--- src/rtl/game_sprite_sequencer.sv ---
// Lifecycle controller for one sprite: spawn, flight, off-screen/collision handling, respawn delay, lives and game-over.
// Optional macro GAME_SPRITE_SEQUENCER_RANDOM_Y_EN randomises the spawn y with an 8-bit LFSR.
module game_sprite_sequencer #(
  parameter int DX_WIDTH      = 2,
  parameter int DY_WIDTH      = 1,
  parameter int screen_width  = 640,
  parameter int screen_height = 480,
  parameter int w_x           = $clog2(screen_width),
  parameter int w_y           = $clog2(screen_height),
  parameter int start_x       = 0,
  parameter int start_y       = 240,
  parameter int start_dx      = 1,
  parameter int start_dy      = 0,
  parameter int respawn_delay = 1000000,
  parameter int max_lives     = 3
) (
  input  logic                clk,
  input  logic                rst,
  input  logic                launch,
  input  logic                collision,
  input  logic [w_x-1:0]      sprite_x,
  input  logic [w_y-1:0]      sprite_y,
  output logic                sprite_write_xy,
  output logic                sprite_write_dxy,
  output logic [w_x-1:0]      sprite_write_x,
  output logic [w_y-1:0]      sprite_write_y,
  output logic [DX_WIDTH-1:0] sprite_write_dx,
  output logic [DY_WIDTH-1:0] sprite_write_dy,
  output logic                sprite_enable_update,
  output logic                sprite_active,
  output logic [3:0]          lives,
  output logic                game_over
);

  typedef enum logic [2:0] {IDLE, LOAD, RUN, DELAY, OVER} state_t;

  localparam int CW = (respawn_delay > 1) ? $clog2(respawn_delay) : 1;
  // One extra bit so a screen size equal to 2**w still compares correctly.
  localparam logic [w_x:0] SCR_W = screen_width[w_x:0];
  localparam logic [w_y:0] SCR_H = screen_height[w_y:0];

  state_t         state_q, state_d;
  logic [3:0]     lives_q, lives_d;
  logic [CW-1:0]  cnt_q, cnt_d;
  logic           off_screen;

  assign off_screen = ({1'b0, sprite_x} >= SCR_W) || ({1'b0, sprite_y} >= SCR_H);

  always_ff @(posedge clk or posedge rst) begin
    if (rst) begin
      state_q <= IDLE;
      lives_q <= 4'd0;
      cnt_q   <= '0;
    end else begin
      state_q <= state_d;
      lives_q <= lives_d;
      cnt_q   <= cnt_d;
    end
  end

  always_comb begin
    state_d = state_q;
    lives_d = lives_q;
    cnt_d   = cnt_q;
    case (state_q)
      IDLE, OVER: begin
        if (launch) begin
          state_d = LOAD;
          lives_d = 4'(max_lives);
        end
      end
      LOAD: state_d = RUN;
      RUN: begin
        // Collision outranks off-screen; reaching zero lives skips the delay.
        if (collision) begin
          lives_d = lives_q - 4'd1;
          state_d = (lives_q == 4'd1) ? OVER : DELAY;
          cnt_d   = CW'(respawn_delay - 1);
        end else if (off_screen) begin
          state_d = DELAY;
          cnt_d   = CW'(respawn_delay - 1);
        end
      end
      DELAY: begin
        if (cnt_q == '0) state_d = LOAD;
        else             cnt_d   = cnt_q - 1'b1;
      end
      default: state_d = IDLE;
    endcase
  end

  assign sprite_write_xy      = (state_q == LOAD);
  assign sprite_write_dxy     = (state_q == LOAD);
  assign sprite_enable_update = (state_q == RUN);
  assign sprite_active        = (state_q == RUN);
  assign game_over            = (state_q == OVER);
  assign lives                = lives_q;
  assign sprite_write_x       = w_x'(start_x);
  assign sprite_write_dx      = DX_WIDTH'(start_dx);
  assign sprite_write_dy      = DY_WIDTH'(start_dy);

`ifdef GAME_SPRITE_SEQUENCER_RANDOM_Y_EN
  logic [7:0]     lfsr_q;
  logic [w_y-1:0] y_q;

  always_ff @(posedge clk or posedge rst) begin
    if (rst) begin
      lfsr_q <= 8'h01;
      y_q    <= w_y'(start_y);
    end else begin
      lfsr_q <= {lfsr_q[6:0], lfsr_q[7] ^ lfsr_q[5] ^ lfsr_q[4] ^ lfsr_q[3]};
      // Latch on the transition into LOAD so y is stable for the whole strobe.
      if (state_d == LOAD && state_q != LOAD)
        y_q <= w_y'(start_y + int'(lfsr_q[6:0]));
    end
  end

  assign sprite_write_y = y_q;
`else
  assign sprite_write_y = w_y'(start_y);
`endif

endmodule
--- config.mk ---
export PLATFORM = sky130hd
export DESIGN_NAME = game_sprite_sequencer
export DESIGN_NICKNAME = d
export VERILOG_FILES = /design/src/rtl/game_sprite_sequencer.sv
export SDC_FILE = /design/constraint.sdc
export NUM_CORES = 1
export LEC_CHECK = 0
export ABC_AREA = 0
export BUFFER_PORTS_ARGS = -buffer_cell sky130_fd_sc_hd__buf_2
export CAP_MARGIN = 20
export CORE_MARGIN = 1.5
export CORE_UTILIZATION = 52
export CTS_BUF_LIST = sky130_fd_sc_hd__clkbuf_16
export CTS_CLUSTER_DIAMETER = 120
export DETAILED_ROUTE_END_ITERATION = 8
export PLACE_DENSITY = 0.88
export RECOVER_POWER = 50
export SETUP_SLACK_MARGIN = 0.05
export SKIP_CTS_REPAIR_TIMING = 1
export SLEW_MARGIN = 25
export SYNTH_ARGS = -nofsm -noshare
export SYNTH_HDL_FRONTEND = slang
export SYNTH_SLANG_ARGS = --single-unit
export TNS_END_PERCENT = 1
--- constraint.sdc ---
create_clock -name clk -period 2.1 [get_ports clk]
set_input_delay 0.315 -clock clk [delete_from_list [all_inputs] [get_ports clk]]
set_output_delay 0.315 -clock clk [all_outputs]
set_load 0.02 [all_outputs]
Word-level counts from Yosys, hierarchy flattened
Cells that the tools add are included.
- memories: 0
- RAM bits: 0
- bits in latches: 0
- bits of input ports: 23
- bits in registers: 27
- logic and storage cells: 39
- memory bits (read-only): 0
- output and inout bits: 31
- add/sub/neg operators: 2
- bitwise operators: 0
- reduce and logical (&&, ||, !) cells: 9
- multiplexer cells: 13
- div/mod/pow operators: 0
- equal/unequal tests: 10
- shift-type cells: 0
- multiply operators: 0
- $lt $le $gt $ge: 2
- operator list (kind ; count):
    20-bit two-way mux ; 3
    20-bit one-hot mux with 2 select lines ; 1
    20-bit zero test ; 1
    20-bit by 1-bit subtractor with 20-bit output (second input constant) ; 1
    3-bit two-way mux ; 5
    3-bit one-hot mux with 4 select lines ; 1
    10-bit greater-or-equal comparator (second input constant) ; 1
    9-bit greater-or-equal comparator (second input constant) ; 1
    3-bit AND reduction ; 3
    4-bit two-way mux ; 2
    2-bit inequality test (second input constant) ; 4
    4-bit one-hot mux with 2 select lines ; 1
    3-bit by 2-bit == test with 1-bit output (second input constant) ; 2
    4-bit by 1-bit == test with 1-bit output (second input constant) ; 1
    2-bit nonzero test ; 2
    4-bit by 1-bit subtractor with 4-bit output (second input constant) ; 1
    3-bit by 1-bit == test with 1-bit output (second input constant) ; 1
    3-bit == test (second input constant) ; 1
    3-bit zero test ; 1
    3-bit by 2-bit inequality test with 1-bit output (second input constant) ; 1
    2-bit OR reduction ; 1
    1-bit logical OR ; 1

Longest topological paths before layout
Gate-level depths: netlist of run 1.
- word-level depth: 5
- gate-level depth with buffers: 8
- gate-level depth less buffers: 7

Worst setup path after synthesis of run 1
Ideal clock, no wire load.
- path type: reg-to-output
- start: reg state_q[0]
- end: out sprite_write_xy
- slack: 0.283 ns
- cell stages (with the launch flop): 6
- data arrival time: 1.502 ns
- data required time: 1.785 ns
- path through: dfrtp_1 > buf_4 > inv_1 > clkbuf_1 > nor3_1 > buf_4
- word-level cells in the longest chain between the ends: 1
- ends and longest elaborated chain (item ; RTL line ; RTL):
    from (decl) ; 42 ; state_t state_q, state_d;
    from (signal assigned) ; 55 ; state_q <= state_d;
    3-bit by 1-bit == test with 1-bit output ; n/a ;
    to (decl) ; 23 ; output logic sprite_write_xy,
No other way between the ends.

Final worst setup path of run 1
- start: reg cnt_q[12]
- end: reg cnt_q[18]
- word-level cells in the longest chain between the ends: 3
- elaborated cells on any way between the ends: 6
- ends and longest elaborated chain (item ; RTL line ; RTL):
    from (decl) ; 44 ; logic [CW-1:0] cnt_q, cnt_d;
    from (signal assigned) ; 57 ; cnt_q <= cnt_d;
    20-bit by 1-bit subtractor with 20-bit output or 20-bit zero test (tied branches) ; 86, 85 ;
    20-bit two-way mux or 2-bit inequality test (tied branches) ; n/a ;
    20-bit one-hot mux with 2 select lines or 3-bit AND reduction (tied branches) ; n/a ;
Several ways; a longest one is shown, not always the timed one. The select of a mux whose other input is x is not followed.
A chain may end at the register's enable or synchronous reset.

==> metrics.csv, run 1 <==
metric,value,unit
Critical Path Max Stage Delay,0.47,ns
Routed Antenna Nets,0,
fraction of the mapped netlist area in compound gates,19.53,%
total negative slack,0,ns
mux share of post-synthesis cell area,1.063,%
worst-margin pin slew,1.455,ns
Post-Synth Adder-Cell Area,2.658,%
Cell Rows,21,
number of global-route vias before repair,1399,
Die H,63.18,µm
CP Class,reg2reg,
Synth area leaders,"dfrtp_1 (36%), buf_4 (10%), nand2_1 (4.4%)",
area grow syn2layout,7.109,%
fin worst setup slack,0.1210,ns
Final #Nets,271,
Congestion Overflow GR,0,
first-pass GRT wire length,6575,µm
register bit total from synthesis,27,
Synth Cell Area,1883,µm²
share of cells above drive strength 1,13.58,%
Max Cap Viol,0,
CP bufs+invs,0,
initial antenna violation count,0,
drt drc,0,
maximum VDD drop,0.6984,mV
buffers added on ports,19,
number of library cell types mapped by synthesis,45,
die extent in x,63.18,µm
Yosys top cell by area,dfrtp_1,
post-synthesis instance total,225,
Synth Area per Inst,8.369,µm²
Tmin final,1.979,ns
clk_skew,0.001799,ns
Clock transition at path regs,0.06,ns
WL/cell,13.60,µm
pwr/cell area,1172,nW/µm²
dpl ws,0.09076,ns
Initial DRC Count,112,
Crit path max-delay family,simple AND/OR/NAND/NOR gates,
LEAKAGE,0.9000,nW
Via density,5.775,
Ant. Diodes,0,
sequential fraction of the synthesis area,35.88,%
Fillers,309,
"commonest non-fill, non-tap cell in the layout",dfrtp_1,
core area,3416,µm²
"Critical Path, Cell by Cell",nor4_4 -> and4_1 -> nand3_4 -> or3_1 -> a31oi_1,
Final Cycle Share,94.24,%
IO Count,54,
Fin Hold WS,0.2503,ns
"Req. time, crit path",2.29,ns
run status,"finished, final reports clean",
H-tree levels,1,
CP Capture Type,register,
die area,3991,µm²
largest net degree at the start of global routing,28,
xor/xnor cell area share of the yosys netlist,0,%
yosys warns,0,
CTS Buf Count,3,
Yosys top cell area share,35.88,%
Root Buffer,clkbuf_16,
Slew Limit Headroom,2.984,%
1st-pass router iterations,4,
CP startpoint kind,register,
unrepaired setup endpoints after global routing,true,
max-slew violation count,0,
Total Routing Usage GR,20.94,%
slowest stage cell on the critical path,and4_1,
most frequent cells in the layout,"dfrtp_1 (27), nand2_1 (22), conb_1 (22)",
Setup-failing EPs final,0,
clock sink count,27,
hold crit path type,in2reg,
CTS tree,built,
"Max FO, Critical Path",8,
final hold viol count,0,
routability cong.,0.8791,
Synth Area in Simple Gates,26.31,%
via count,1669,
Clock Path Buffers,2,
Initial Util,55.13,%
Worst EP arrival,2.17,ns
DP Wirelength,2892,µm
fmax,505.3,MHz
routed wire length,3929,µm
Tot Pwr,2.363,mW
largest family of logic cells by synthesized area,simple AND/OR/NAND/NOR gates,
Worst-Skew Late Latency,0.26,ns
==> layout make-up <==
type | instances | area (µm²) | area share [%]
clock inverter | 1 | 5.005 | 0.2481
sequential | 27 | 675.6 | 33.50
inverter | 10 | 37.54 | 1.861
timing repair buffer | 27 | 146.4 | 7.258
clock buffer | 3 | 75.07 | 3.722
tap | 46 | 57.56 | 2.854
multi-input combinational | 175 | 1020 | 50.56
==> synthesized netlist by cell type, drive strengths merged <==
| cell | n |
|---|---|
| nand2 | 22 |
| nor4 | 5 |
| conb | 2 |
| a311oi | 1 |
| a211oi | 1 |
| o2111ai | 1 |
| and2 | 1 |
| a31oi | 10 |
| a31o | 1 |
| a41o | 1 |
| nor3 | 9 |
| or4 | 1 |
| and4 | 1 |
| a41oi | 2 |
| o211ai | 2 |
| nand4 | 3 |
| or4b | 1 |
| o22ai | 2 |
| mux2i | 2 |
| a21o | 3 |
| and3 | 3 |
| nand4b | 2 |
| buf | 27 |
| o32ai | 1 |
| o41ai | 1 |
| o311ai | 3 |
| o21ai | 11 |
| nor4bb | 1 |
| clkbuf | 6 |
| dfrtp | 27 |
| inv | 10 |
| nor2b | 3 |
| nand2b | 3 |
| a21oi | 15 |
| a211o | 1 |
| nand3 | 12 |
| or3 | 3 |
| nor2 | 20 |
| a32o | 1 |
| ha | 4 |
==> routing by layer <==
| layer | up-vias | global-route usage (%) | wire length, µm |
|---|---|---|---|
| met5 | - | 0 | 0 |
| met4 | 0 | 8.152 | 59 |
| met3 | 5 | 3.929 | 208 |
| met2 | 49 | 34.71 | 1915 |
| met1 | 809 | 27.08 | 1745 |
| li1 | 806 | - | - |
==> through the flow <==
step,instances,cell area [µm²],util (%)
floorplan,245,1958,-
detailed placement,285,1942,56.85
global route,289,2017,59.05
global placement,285,1942,56.85
finish,289,2017,59.05
CTS,289,2022,59.19
==> path summary, 6_finish.rpt <==
path                           start         end  slack (ns)  cells past startpoint
min                           launch  state_q[2]        0.25                      2
max in group asynchronous        rst   cnt_q[12]        0.71                      3
min in group asynchronous        rst   cnt_q[18]        0.54                      3
max                        cnt_q[12]   cnt_q[18]        0.12                      5
min reg2reg                 cnt_q[5]    cnt_q[5]        0.52                      1
max reg2reg                cnt_q[12]   cnt_q[18]        0.12                      5
==> state kept, by name, summed over array words and instances (netlist names) <==
signal   count
cnt_q       20
lives        4
state_q      3
==> kinds of logic (layout without fill, tap and decap cells) <==
family / Yosys count / in the layout
compound gates: 57 / 57
fa+ha+maj: 4 / 4
buf+inv: 43 / 41
flops: 27 / 27
mux: 2 / 2
other cells: 2 / 22
simple gates: 90 / 90
==> report_power, final <==
group	switching, mW	internal (mW)
combinational	0.704	0.368
clock	0.179	0.257
sequential	0.199	0.656
Note: power is estimated with default switching activity, not from simulation.
==> run 2, diff against run 1 <==
- CORE_ASPECT_RATIO: not set -> 1.1
==> run 2 against run 1 <==
Against the previous run: combinational power about the same; first-iteration DRC count down 13%; setup slack better by 0.022 ns; total power up 0.63%; non-clock buffer count up 1.
==> metrics.csv, run 2 (synthesis gave the netlist of run 1 again) <==
metric,value,unit,change
Die H,66.12,µm,+4.7%
DP Wirelength,2977,µm,+2.9%
max-slew violation count,0,,unchanged
R2R setup slack,0.14,ns,+0.02 ns
"Critical Path, Cell by Cell",nor4_4 -> and4_2 -> nand3_4 -> or3_1 -> a31oi_1,,
number of global-route vias before repair,1495,,+6.9%
most frequent cells in the layout,"dfrtp_1 (27), nand2_1 (22), conb_1 (22)",,
Final Util,60.09,%,+1.0 points
final non-filler cell area,2034,µm²,+0.87%
Final Cycle Share,93.18,%,-1.1 points
buffers added on ports,19,,unchanged
Critical Path Max Stage Delay,0.46,ns,about the same
"Max FO, Critical Path",8,,unchanged
Worst-Skew Late Latency,0.26,ns,about the same
max reg flops,20,,unchanged
Root Buffer,clkbuf_16,,
CP Capture Type,register,,
initial antenna violation count,0,,unchanged
share of cells above drive strength 1,14.75,%,+1.2 points
dpl ws,0.1202,ns,+0.02946 ns
worst-margin pin slew,1.484,ns,+0.02843 ns
die extent in x,60.38,µm,-4.4%
drt drc,0,,unchanged
clock sink count,27,,unchanged
via count,1706,,+2.2%
unrepaired setup endpoints after global routing,true,,
Worst EP arrival,2.14,ns,-0.03 ns
Via density,5.842,,+1.2%
"commonest non-fill, non-tap cell in the layout",dfrtp_1,,
CTS tree,built,,
die area,3992,µm²,about the same
area grow syn2layout,8.040,%,
Worst R2R Start,cnt_q[12],,
Cell Rows,22,,+4.8%
IO Count,54,,unchanged
fmax,511.1,MHz,+1.1%
core area,3386,µm²,-0.88%
CP startpoint kind,register,,
Routed Antenna Nets,0,,unchanged
run status,"finished, final reports clean",,
clk_skew,0.001986,ns,+0.0001873 ns
Congestion Overflow GR,0,,unchanged
Clock transition at path regs,0.06,ns,about the same
first-pass GRT wire length,6837,µm,+4.0%
H-tree levels,1,,unchanged
crit path launch,cnt_q[12],,
pwr/cell area,1169,nW/µm²,-0.24%
slowest stage cell on the critical path,dfrtp_1,,
hold_sp,launch,,
Setup-failing EPs final,0,,unchanged
Final #Nets,272,,+0.37%
maximum VDD drop,0.8490,mV,+22%
final hold viol count,0,,unchanged
Initial DRC Count,97,,-13%
"Req. time, crit path",2.29,ns,about the same
Tmin final,1.957,ns,-0.02225 ns
Max Cap Viol,0,,unchanged
CP Class,reg2reg,,
Initial Util,55.62,%,+0.49 points
CTS Buf Count,3,,unchanged
Slew Limit Headroom,1.089,%,-1.9 points
largest net degree at the start of global routing,28,,unchanged
LEAKAGE,0.9105,nW,+1.2%
Fin Hold WS,0.2899,ns,+0.03967 ns
total negative slack,0,ns,unchanged
Total Routing Usage GR,23.04,%,+2.1 points
Reg with most FFs,cnt_q,,
routability cong.,0.9059,,+3.0%
placed instance area,1952,µm²,+0.52%
fin worst setup slack,0.1433,ns,+0.02225 ns
routed wire length,4113,µm,+4.7%
WL/cell,14.09,µm,+3.6%
1st-pass router iterations,4,,unchanged
Ant. Diodes,0,,unchanged
Clock Path Buffers,2,,unchanged
hold crit path type,in2reg,,
## run 2: stage by stage
stage / total power, mW / std cells
after floorplan: 1.627 / 245
after global placement: 1.896 / 288
after detailed placement: 1.938 / 288
after CTS: 2.373 / 292
after global routing: 2.562 / 292
final: 2.378 / 292
## run 2: layout make-up
class | count | area [µm²]
clock buffer | 3 | 75.07
clock inverter | 1 | 3.754
fill | 295 | 1351
inverter | 10 | 37.54
multi-input combinational | 175 | 1028
sequential | 27 | 675.6
tap | 48 | 60.06
timing repair buffer | 28 | 153.9
## run 2: critical path, delay by kind of cell, from the launching register on
family | cells | cell delay [ns]
simple gates | 4 | 1.26
compound gates | 1 | 0.16
flops | 1 | 0.46
## run 2: metal layers
layer / part of all wire [%] / vias up / global-route usage [%]
met5: 0 / - / 0
met4: 3.1 / 0 / 11.67
met3: 7.5 / 12 / 2.740
met2: 50 / 84 / 38.32
met1: 39 / 800 / 28.84
li1: - / 810 / -
## run 2: final timing paths
check | to | cells past startpoint
setup / recovery | cnt_q[18] | 5
hold / removal | state_q[2] | 2
setup reg to reg | cnt_q[18] | 5
hold reg to reg | cnt_q[5] | 1
max in group asynchronous | cnt_q[14] | 3
min in group asynchronous | lives[0] | 3
## run 2: power by group
group / switching (mW) / internal, mW
registers: 0.202 / 0.655
logic: 0.709 / 0.380
clock network: 0.176 / 0.255
